==> src/rtl/btb_update_pkg.sv <==
// Shared definitions for the BTB write-side engine: way layout,
// predictor state encodings and the allocation state for new entries.
package btb_update_pkg;

  localparam int TAG_W    = 27;
  localparam int IDX_W    = 3;
  localparam int NUM_SETS = 8;
  localparam int WAY_W    = 64;
  localparam int SET_W    = 2 * WAY_W;

  // Two-bit saturating predictor states
  typedef enum logic [1:0] {
    PRED_STRONG_NT = 2'b00,
    PRED_WEAK_NT   = 2'b01,
    PRED_WEAK_T    = 2'b10,
    PRED_STRONG_T  = 2'b11
  } pred_state_e;

  // A freshly allocated entry starts out weakly taken
  localparam logic [1:0] BTB_INIT_STATE = PRED_WEAK_T;

  // One BTB way, most significant field first: bit 63 is valid, [1:0] is state
  typedef struct packed {
    logic             valid;
    logic [TAG_W-1:0] tag;
    logic [31:0]      target;
    logic [1:0]       rsvd;
    logic [1:0]       state;
  } btb_way_t;

endpackage

==> src/rtl/btb_set_update.sv <==
// Combinational read-modify-write of one 2-way BTB set: hit detection,
// victim choice, predictor step and the new LRU bit for that set.
module btb_set_update
  import btb_update_pkg::*;
#(
  parameter logic [1:0] INIT_STATE_P = BTB_INIT_STATE
) (
  input  logic [SET_W-1:0] set_in,
  input  logic             lru_in,
  input  logic [TAG_W-1:0] tag,
  input  logic [31:0]      target,
  input  logic             taken,
  output logic [SET_W-1:0] set_out,
  output logic             lru_out,
  output logic             do_write,
  output logic             hit,
  output logic             alloc,
  output logic             evict
);

  btb_way_t   way0;
  btb_way_t   way1;
  btb_way_t   src_way;
  btb_way_t   new_way;
  logic       hit0;
  logic       hit1;
  logic       victim;
  logic       sel_way;
  logic [1:0] cur_state;
  logic [1:0] stepped_state;

  assign way0 = set_in[WAY_W-1:0];
  assign way1 = set_in[SET_W-1:WAY_W];

  // Tag match (way0 wins a double match) and replacement way selection
  always_comb begin
    hit0 = way0.valid && (way0.tag == tag);
    hit1 = way1.valid && (way1.tag == tag) && !hit0;
    hit  = hit0 || hit1;
    if (!way0.valid) begin
      victim = 1'b0;
    end else if (!way1.valid) begin
      victim = 1'b1;
    end else begin
      victim = lru_in;
    end
    sel_way   = hit ? hit1 : victim;
    src_way   = hit1 ? way1 : way0;
    cur_state = src_way.state;
  end

  dynamic_branch_predictor u_pred (
    .state      (cur_state),
    .taken      (taken),
    .next_state (stepped_state)
  );

  // Build the rewritten way and splice it into the set
  always_comb begin
    alloc    = !hit && taken;
    evict    = alloc && (victim ? way1.valid : way0.valid);
    do_write = hit || taken;
    lru_out  = ~sel_way;

    new_way       = '0;
    new_way.valid = 1'b1;
    new_way.tag   = tag;
    if (hit) begin
      new_way.target = taken ? target : src_way.target;
      new_way.state  = stepped_state;
    end else begin
      new_way.target = target;
      new_way.state  = INIT_STATE_P;
    end

    set_out = set_in;
    if (sel_way) begin
      set_out[SET_W-1:WAY_W] = new_way;
    end else begin
      set_out[WAY_W-1:0] = new_way;
    end
  end

endmodule

==> src/rtl/dynamic_branch_predictor.sv <==
// Two-bit saturating counter step shared by the branch predictors.
module dynamic_branch_predictor
  import btb_update_pkg::*;
(
  input  logic [1:0] state,
  input  logic       taken,
  output logic [1:0] next_state
);

  // Move one step toward the resolved direction, holding at either end
  always_comb begin
    next_state = state;
    if (taken) begin
      if (state != PRED_STRONG_T) next_state = state + 2'd1;
    end else begin
      if (state != PRED_STRONG_NT) next_state = state - 2'd1;
    end
  end

endmodule

==> src/rtl/btb_update.sv <==
// BTB write-side engine: two-stage pipeline that turns resolved-branch
// reports into set and LRU writes, with same-set bypass from stage B.
// Define BTB_STATS_EN to build the saturating hit/alloc/evict counters.
module btb_update
  import btb_update_pkg::*;
#(
  parameter logic [1:0] INIT_STATE = BTB_INIT_STATE
) (
  input  logic                clk,
  input  logic                rst,
  input  logic                update,
  input  logic [31:0]         update_pc,
  input  logic [31:0]         update_target,
  input  logic                actual_taken,
  output logic [IDX_W-1:0]    update_index,
  input  logic [SET_W-1:0]    update_set,
  input  logic [NUM_SETS-1:0] LRU,
  output logic [IDX_W-1:0]    write_index,
  output logic [SET_W-1:0]    write_set,
  output logic                write_en,
  output logic                LRU_modify,
  output logic [NUM_SETS-1:0] LRU_updated,
  output logic [15:0]         stat_hits,
  output logic [15:0]         stat_allocs,
  output logic [15:0]         stat_evicts
);

  logic                a_valid_q,  a_valid_d;
  logic [TAG_W-1:0]    a_tag_q,    a_tag_d;
  logic [IDX_W-1:0]    a_idx_q,    a_idx_d;
  logic [31:0]         a_target_q, a_target_d;
  logic                a_taken_q,  a_taken_d;

  logic                write_en_q,    write_en_d;
  logic [IDX_W-1:0]    write_index_q, write_index_d;
  logic [SET_W-1:0]    write_set_q,   write_set_d;
  logic                lru_modify_q,  lru_modify_d;
  logic [NUM_SETS-1:0] lru_updated_q, lru_updated_d;

  logic [SET_W-1:0]    eff_set;
  logic [NUM_SETS-1:0] eff_lru;
  logic [SET_W-1:0]    new_set;
  logic                new_lru_bit;
  logic                do_write;
  logic                hit;
  logic                alloc;
  logic                evict;
  logic                commit;
  logic                unused_pc_bits;

  assign unused_pc_bits = ^update_pc[1:0];

  // Stage A request capture; update=0 leaves a bubble
  always_comb begin
    a_valid_d  = update;
    a_tag_d    = a_tag_q;
    a_idx_d    = a_idx_q;
    a_target_d = a_target_q;
    a_taken_d  = a_taken_q;
    if (update) begin
      a_tag_d    = update_pc[31:5];
      a_idx_d    = update_pc[4:2];
      a_target_d = update_target;
      a_taken_d  = actual_taken;
    end
  end

  // Stage A registers, cleared by reset so in-flight work is dropped
  always_ff @(posedge clk) begin
    if (!rst) begin
      a_valid_q  <= 1'b0;
      a_tag_q    <= '0;
      a_idx_q    <= '0;
      a_target_q <= '0;
      a_taken_q  <= 1'b0;
    end else begin
      a_valid_q  <= a_valid_d;
      a_tag_q    <= a_tag_d;
      a_idx_q    <= a_idx_d;
      a_target_q <= a_target_d;
      a_taken_q  <= a_taken_d;
    end
  end

  // Stage B's write only lands at the end of this cycle, so forward it
  always_comb begin
    update_index = a_idx_q;
    eff_set = (write_en_q && (write_index_q == a_idx_q)) ? write_set_q : update_set;
    eff_lru = lru_modify_q ? lru_updated_q : LRU;
  end

  btb_set_update #(
    .INIT_STATE_P (INIT_STATE)
  ) u_set_update (
    .set_in   (eff_set),
    .lru_in   (eff_lru[a_idx_q]),
    .tag      (a_tag_q),
    .target   (a_target_q),
    .taken    (a_taken_q),
    .set_out  (new_set),
    .lru_out  (new_lru_bit),
    .do_write (do_write),
    .hit      (hit),
    .alloc    (alloc),
    .evict    (evict)
  );

  // Stage B next values; data outputs hold between commits
  always_comb begin
    commit        = a_valid_q && do_write;
    write_en_d    = commit;
    lru_modify_d  = commit;
    write_index_d = write_index_q;
    write_set_d   = write_set_q;
    lru_updated_d = lru_updated_q;
    if (commit) begin
      write_index_d          = a_idx_q;
      write_set_d            = new_set;
      lru_updated_d          = eff_lru;
      lru_updated_d[a_idx_q] = new_lru_bit;
    end
  end

  // Stage B registered outputs toward btb_file and lru_reg
  always_ff @(posedge clk) begin
    if (!rst) begin
      write_en_q    <= 1'b0;
      write_index_q <= '0;
      write_set_q   <= '0;
      lru_modify_q  <= 1'b0;
      lru_updated_q <= '0;
    end else begin
      write_en_q    <= write_en_d;
      write_index_q <= write_index_d;
      write_set_q   <= write_set_d;
      lru_modify_q  <= lru_modify_d;
      lru_updated_q <= lru_updated_d;
    end
  end

  assign write_en    = write_en_q;
  assign write_index = write_index_q;
  assign write_set   = write_set_q;
  assign LRU_modify  = lru_modify_q;
  assign LRU_updated = lru_updated_q;

`ifdef BTB_STATS_EN
  logic [15:0] stat_hits_q,   stat_hits_d;
  logic [15:0] stat_allocs_q, stat_allocs_d;
  logic [15:0] stat_evicts_q, stat_evicts_d;

  // Saturating event counters advanced alongside the stage B commit
  always_comb begin
    stat_hits_d   = stat_hits_q;
    stat_allocs_d = stat_allocs_q;
    stat_evicts_d = stat_evicts_q;
    if (a_valid_q && hit && (stat_hits_q != 16'hFFFF)) stat_hits_d = stat_hits_q + 16'd1;
    if (a_valid_q && alloc && (stat_allocs_q != 16'hFFFF)) stat_allocs_d = stat_allocs_q + 16'd1;
    if (a_valid_q && evict && (stat_evicts_q != 16'hFFFF)) stat_evicts_d = stat_evicts_q + 16'd1;
  end

  // Counter registers
  always_ff @(posedge clk) begin
    if (!rst) begin
      stat_hits_q   <= '0;
      stat_allocs_q <= '0;
      stat_evicts_q <= '0;
    end else begin
      stat_hits_q   <= stat_hits_d;
      stat_allocs_q <= stat_allocs_d;
      stat_evicts_q <= stat_evicts_d;
    end
  end

  assign stat_hits   = stat_hits_q;
  assign stat_allocs = stat_allocs_q;
  assign stat_evicts = stat_evicts_q;
`else
  logic unused_stats;
  assign unused_stats = hit ^ alloc ^ evict;
  assign stat_hits    = '0;
  assign stat_allocs  = '0;
  assign stat_evicts  = '0;
`endif

endmodule

==> config.mk <==
export PLATFORM = sky130hd
export DESIGN_NAME = btb_update
export DESIGN_NICKNAME = d
export VERILOG_FILES = /design/src/rtl/btb_update_pkg.sv /design/src/rtl/btb_set_update.sv /design/src/rtl/dynamic_branch_predictor.sv /design/src/rtl/btb_update.sv
export SDC_FILE = /design/constraint.sdc
export NUM_CORES = 1
export LEC_CHECK = 0
export ABC_AREA = 1
export CORE_MARGIN = 1
export CORE_UTILIZATION = 34
export DETAILED_ROUTE_END_ITERATION = 8
export SYNTH_ARGS = -nofsm -noshare
export SYNTH_HDL_FRONTEND = slang
export SYNTH_HIERARCHICAL = 1
export SYNTH_SLANG_ARGS = --single-unit
==> constraint.sdc <==
create_clock -name clk -period 3.7 [get_ports clk]
set_input_delay 0.37 -clock clk [delete_from_list [all_inputs] [get_ports clk]]
set_output_delay 0.37 -clock clk [all_outputs]
set_load 0.05 [all_outputs]
==> results of run 1 <==
==> power breakdown <==
group	internal (W)	total, W	leakage (nW)	switching, W
combinational	0.000596	0.00165	6.08	0.00105
clock	0.00152	0.00256	0.419	0.00103
sequential	0.00230	0.00240	1.67	0.0000993
total	0.00442	0.00661	8.17	0.00218
==> through the flow <==
stage          hold slack (ns)  TNS (ns)  setup slack, ns  cell area [µm²]  util, %
3_3_place_gp             0.478         0            0.228            17000     43.6
4_1_cts                  0.396         0            0.159            17800     45.8
6_report                 0.399         0            0.256            18000     46.2
5_1_grt                  0.414   -0.0690          -0.0272            18000     46.2
3_5_place_dp             0.483         0            0.199            17000     43.6
2_1_floorplan            0.463         0            0.213            13700        -
==> final timing paths <==
check / start / endpoint / slack, ns / depth (start not counted)
max: update_index[1] / write_set[36] / 0.26 / 23
max reg2reg: update_index[1] / write_set[36] / 0.26 / 23
min reg2reg: a_target_q[28] / a_target_q[28] / 0.49 / 2
min: rst / write_set[17] / 0.40 / 3
==> placed cells by master, fill, tap and decap left out, drive strengths merged <==
cell type and n:
conb 48, o22ai 2, a31oi 2, nand3 270
clkinv 6, clkdlybuf4s50 343, nand2 727, buf 50
a21oi 11, nor2 441, diode 3, bufinv 1
dfxtp 204, inv 135, o21ai 260, clkinvlp 1
clkbuf 42, xnor2 9, nand4 3
==> critical path, cell delays in order (launching register included) <==
cell and delay (ns):
dfxtp_2 0.35, buf_4 0.16, nand2_1 0.08, nand2_2 0.09
nor2_8 0.22, nand2_8 0.14, buf_12 0.19, buf_4 0.16
nand2_2 0.05, nand2_1 0.06, nand2_1 0.07, nand2_1 0.06
nor2_1 0.19, nand2_1 0.08, nor2_1 0.08, nand2_1 0.14
inv_2 0.08, nand2_2 0.11, o21ai_4 0.14, buf_12 0.28
buf_12 0.21, o21ai_0 0.10, o21ai_0 0.19, nor2_1 0.05
==> area by class of cell <==
type	count	area, µm²
Fill cell	4041	20900
Sequential cell	204	4090
Multi-Input combinational cell	1773	7780
Clock inverter	7	66.3
Inverter	136	520
Timing Repair Buffer	395	4080
Clock buffer	40	785
Antenna cell	3	7.51
Tap cell	518	648
==> sequential cells by signal, summed over array words and instances (netlist names) <==
signal	count
update_index	3
a_taken_q	1
a_tag_q	27
write_set	128
LRU_updated	8
a_target_q	32
write_index	3
a_valid_q	1
LRU_modify	1
==> per-layer routing <==
layer | vias up | track usage, % | wire (µm)
li1 | 7587 | - | -
met1 | 6851 | 34.5 | 23800
met2 | 666 | 38.8 | 23600
met3 | 76 | 3.21 | 4210
met4 | 0 | 6.09 | 1390
met5 | - | 0 | 0
==> timing repair <==
item                                    in CTS  in global routing
endpoints found under the setup margin       0                 95
resized for setup                            0                 11
setup buffers                                0                  4
==> flow_summary.ini, run 1 <==
[grt]
grt_max_degree = 90
overflow = 0
grt_usage_pct = 24.4
grt_first_pass_wirelength_mm = 79.0
antenna_found_initial = 3
grt_pass1_vias = 13500

[hold_path]
min_path_type = input pin to flop

[clocking]
hold_buffers = 0
tritoncts.num_buffers = 27
cts.sinks = 204
insertion_delay_ns = 0.53
htreeDepth = 1
clockBufferDepth = 3
cts-root-buf = clkbuf_16
clk_pin_slew_worst_paths_ns = 0.06
cts_tree = yes

[synth]
synth_cells = 2268
syn_area_um2 = 13500
yosys_warnings = 6
syn_area_per_cell_um2 = 5.95

[critical_path]
worstSetupPathType = flop to flop
cp_max_fo = 54
required_ns = 4.12
arrival_ns = 3.86
end_kind = flop
cp-start-kind = flop

[die]
dieArea_um2 = 40500
die_y_um = 201
pin_count = 396
row_count = 72
die_w_um = 201
core_um2 = 38900
start_util_pct = 34.7

[finish]
nNetsFinal = 2741
area.growth.synth_to_final_pct = 33.2
layout.cells.non_filler = 3076
drive_above_1_share_pct = 9.43

[placement]
dp_hpwl_mm = 34.8
port_buffers = 345
place_congestion = 0.942
dpl.cell_count = 3019

[sta]
finalCriticalPeriod_ns = 3.44
drv_slew = 0
rsz0062_at_grt = true
setup_viol = 0
fin_skew_ns = 0.0145
worst_pin_slew_ns = 0.967
timing.final.crit_share_pct = 93.1
slew_headroom_pct = 35.5
hold_viol_final = 0
fmax_ghz = 0.290

[outcome]
status = complete, no violations

[drt]
dr.first_iter.drc_count = 1354
wire_per_inst_um = 17.2
drc_errors = 0
vias = 15200
drt_first_pass_iters = 7
drtAntennaViolNets = 0
avgViaCountPerCell = 4.93
wirelength_mm = 53.0

[pwr]
peakVddDrop_uv = 281
leakagePower_nw = 8.17
p_per_area_nw_per_um2 = 368
power_w = 0.00661

[run]
maxCapViolCount = 0
(Power assumes the default switching activity.)
==> run 2: changes to the inputs <==
Settings changed: CORE_MARGIN 1 to 8.
==> run 2 against run 1 <==
Maximum frequency is 2.7% lower; core utilization decreased by 0.30 points; via count grew 1.2%; highest routed layer unchanged; critical path depth unchanged; critical path type unchanged; die area is 14% higher.
==> flow_summary.ini, run 2 (synthesis results as in run 1) <==
[outcome]
status = complete, no violations

[critical_path]
worstPathCellList = inv_1, nand2_1, nand2_1, nor2_4, nand2_8, buf_4, nand2_2, nand2_1, nand2_1, nand2_1, nor2_1, nand2_1, nor2_1, nand2_1, inv_2, nand2_2, o21ai_4, inv_2, buf_12, nand3_1, nand2_1, o21ai_0, nor2_1
slowest_stage = dfxtp_1
reg2reg_depth = 23
max_stage_delay_ns = 0.40
critical_path.most_common_cell = nand2_1
cp_max_fo = 43
arrival_ns = 3.97
end_kind = flop
worstSetupPathType = flop to flop
cp-start-kind = flop
critPathTopFamily = simple AND/OR/NAND/NOR gates
path_depth = 23
crit_buf_inv = 5
required_ns = 4.13

[clocking]
htreeDepth = 1
clk_pin_slew_worst_paths_ns = 0.06
cts_tree = yes
tritoncts.num_buffers = 27
hold_buffers = 0
cts.sinks = 204
insertion_delay_ns = 0.56
cts-root-buf = clkbuf_16
clockBufferDepth = 3

[drt]
avgViaCountPerCell = 4.97
drt_first_pass_iters = 5
wirelength_mm = 56.4
vias = 15400
drtAntennaViolNets = 0
drc_errors = 0
wire_per_inst_um = 18.2
dr.first_iter.drc_count = 1284

[die]
row_count = 73
die_w_um = 215
pin_count = 396
dieArea_um2 = 46300
start_util_pct = 34.2
die_y_um = 215
core_um2 = 39500

[pwr]
p_per_area_nw_per_um2 = 372
clockPowerShare_pct = 39.5
pwr-share-comb_pct = 25.0
p_int_w = 0.00448
p_sw_share_pct = 33.5
peakVddDrop_uv = 275
leakagePower_nw = 8.22
p_switching_w = 0.00225
seq_power_share_pct = 35.6
power_w = 0.00674

[sta]
setup_viol = 0
timing.final.crit_share_pct = 95.6
fin_ws_ns = 0.161
drv_slew = 0
fmax_ghz = 0.283
slew_headroom_pct = 26.2
fin_skew_ns = 0.0135
holdWs_ns = 0.394
worst_pin_slew_ns = 1.11
hold_viol_final = 0
finalCriticalPeriod_ns = 3.54

[finish]
area.growth.synth_to_final_pct = 34.2
layout_commonest_cell = nand2_1
drive_above_1_share_pct = 9.64
final_cell_area_um2 = 18100
largest_register_ffs = 128
postLayoutCoreUtil_pct = 45.9
nNetsFinal = 2746
layout_common_cells = nand2_1 (618), nor2_1 (432), clkdlybuf4s50_1 (343), nand3_1 (270), o21ai_0 (248)

[grt]
grt_first_pass_wirelength_mm = 83.7
antenna_found_initial = 4
grt_max_degree = 83
grt_pass1_vias = 14200
overflow = 0
grt_usage_pct = 22.2

[placement]
dp_hpwl_mm = 37.2
port_buffers = 345
place_area_um2 = 17000
dp_slack_ns = 0.147
place_congestion = 0.889

[hold_path]
min_path_type = input pin to flop
hold_depth = 4

[run]
maxCapViolCount = 0
==> run 2: cell count changes in the layout (fill, tap and decap cells not counted), sizes merged <==
cell | before | now
buf | 50 | 53
clkbuf | 42 | 44
bufinv | 1 | 2
clkinvlp | 1 | 2
diode | 3 | 4
inv | 135 | 134
==> run 2: timing repair <==
item	4_1_cts	5_1_grt
setup buffers	0	4
endpoints found under the setup margin	0	111
resized for setup	0	10
==> run 2: worst register-to-register path, delay by kind of cell (launching register included) <==
| family | cells | cell delay, ns |
|---|---|---|
| simple gates | 16 | 1.82 |
| buf+inv | 5 | 0.77 |
| compound gates | 2 | 0.42 |
| flops | 1 | 0.40 |
==> run 2: path summary, 6_finish.rpt <==
path	start	to	slack [ns]
setup / recovery	write_index[2]	write_set[78]	0.16
hold / removal	update	a_target_q[22]	0.39
setup reg to reg	write_index[2]	write_set[78]	0.16
hold reg to reg	a_target_q[14]	a_target_q[14]	0.50
==> run 2: layout make-up <==
| cell class | instances | area (µm²) |
|---|---|---|
| Tap cell | 525 | 657 |
| Multi-Input combinational cell | 1773 | 7790 |
| Timing Repair Buffer | 400 | 4170 |
| Clock buffer | 40 | 774 |
| Clock inverter | 8 | 95.1 |
| Antenna cell | 4 | 10.0 |
| Fill cell | 4137 | 21400 |
| Sequential cell | 204 | 4080 |
| Inverter | 136 | 518 |
==> run 2: power groups by stage <==
stage          registers (W)  logic (W)  clock network (W)
3_3_place_gp         0.00244    0.00161                  0
2_1_floorplan        0.00262   0.000874                  0
5_1_grt              0.00241    0.00182            0.00280
6_report             0.00240    0.00168            0.00266
4_1_cts              0.00239    0.00163            0.00270
3_5_place_dp         0.00244    0.00162                  0
==> run 2: routing by layer <==
metal / vias to the layer above / GRT usage (%) / share of wire (%)
li1: 7591 / - / -
met1: 7006 / 30.4 / 45
met2: 680 / 35.1 / 45
met3: 88 / 3.60 / 7.7
met4: 0 / 7.60 / 2.8
met5: - / 0 / 0
==> run 2: through the flow <==
| stage | instances | setup TNS, ns |
|---|---|---|
| 2_1_floorplan | 2315 | 0 |
| 3_3_place_gp | 3029 | 0 |
| 3_5_place_dp | 3029 | 0 |
| 4_1_cts | 3077 | 0 |
| 5_1_grt | 3090 | -0.00239 |
| 6_report | 3090 | 0 |
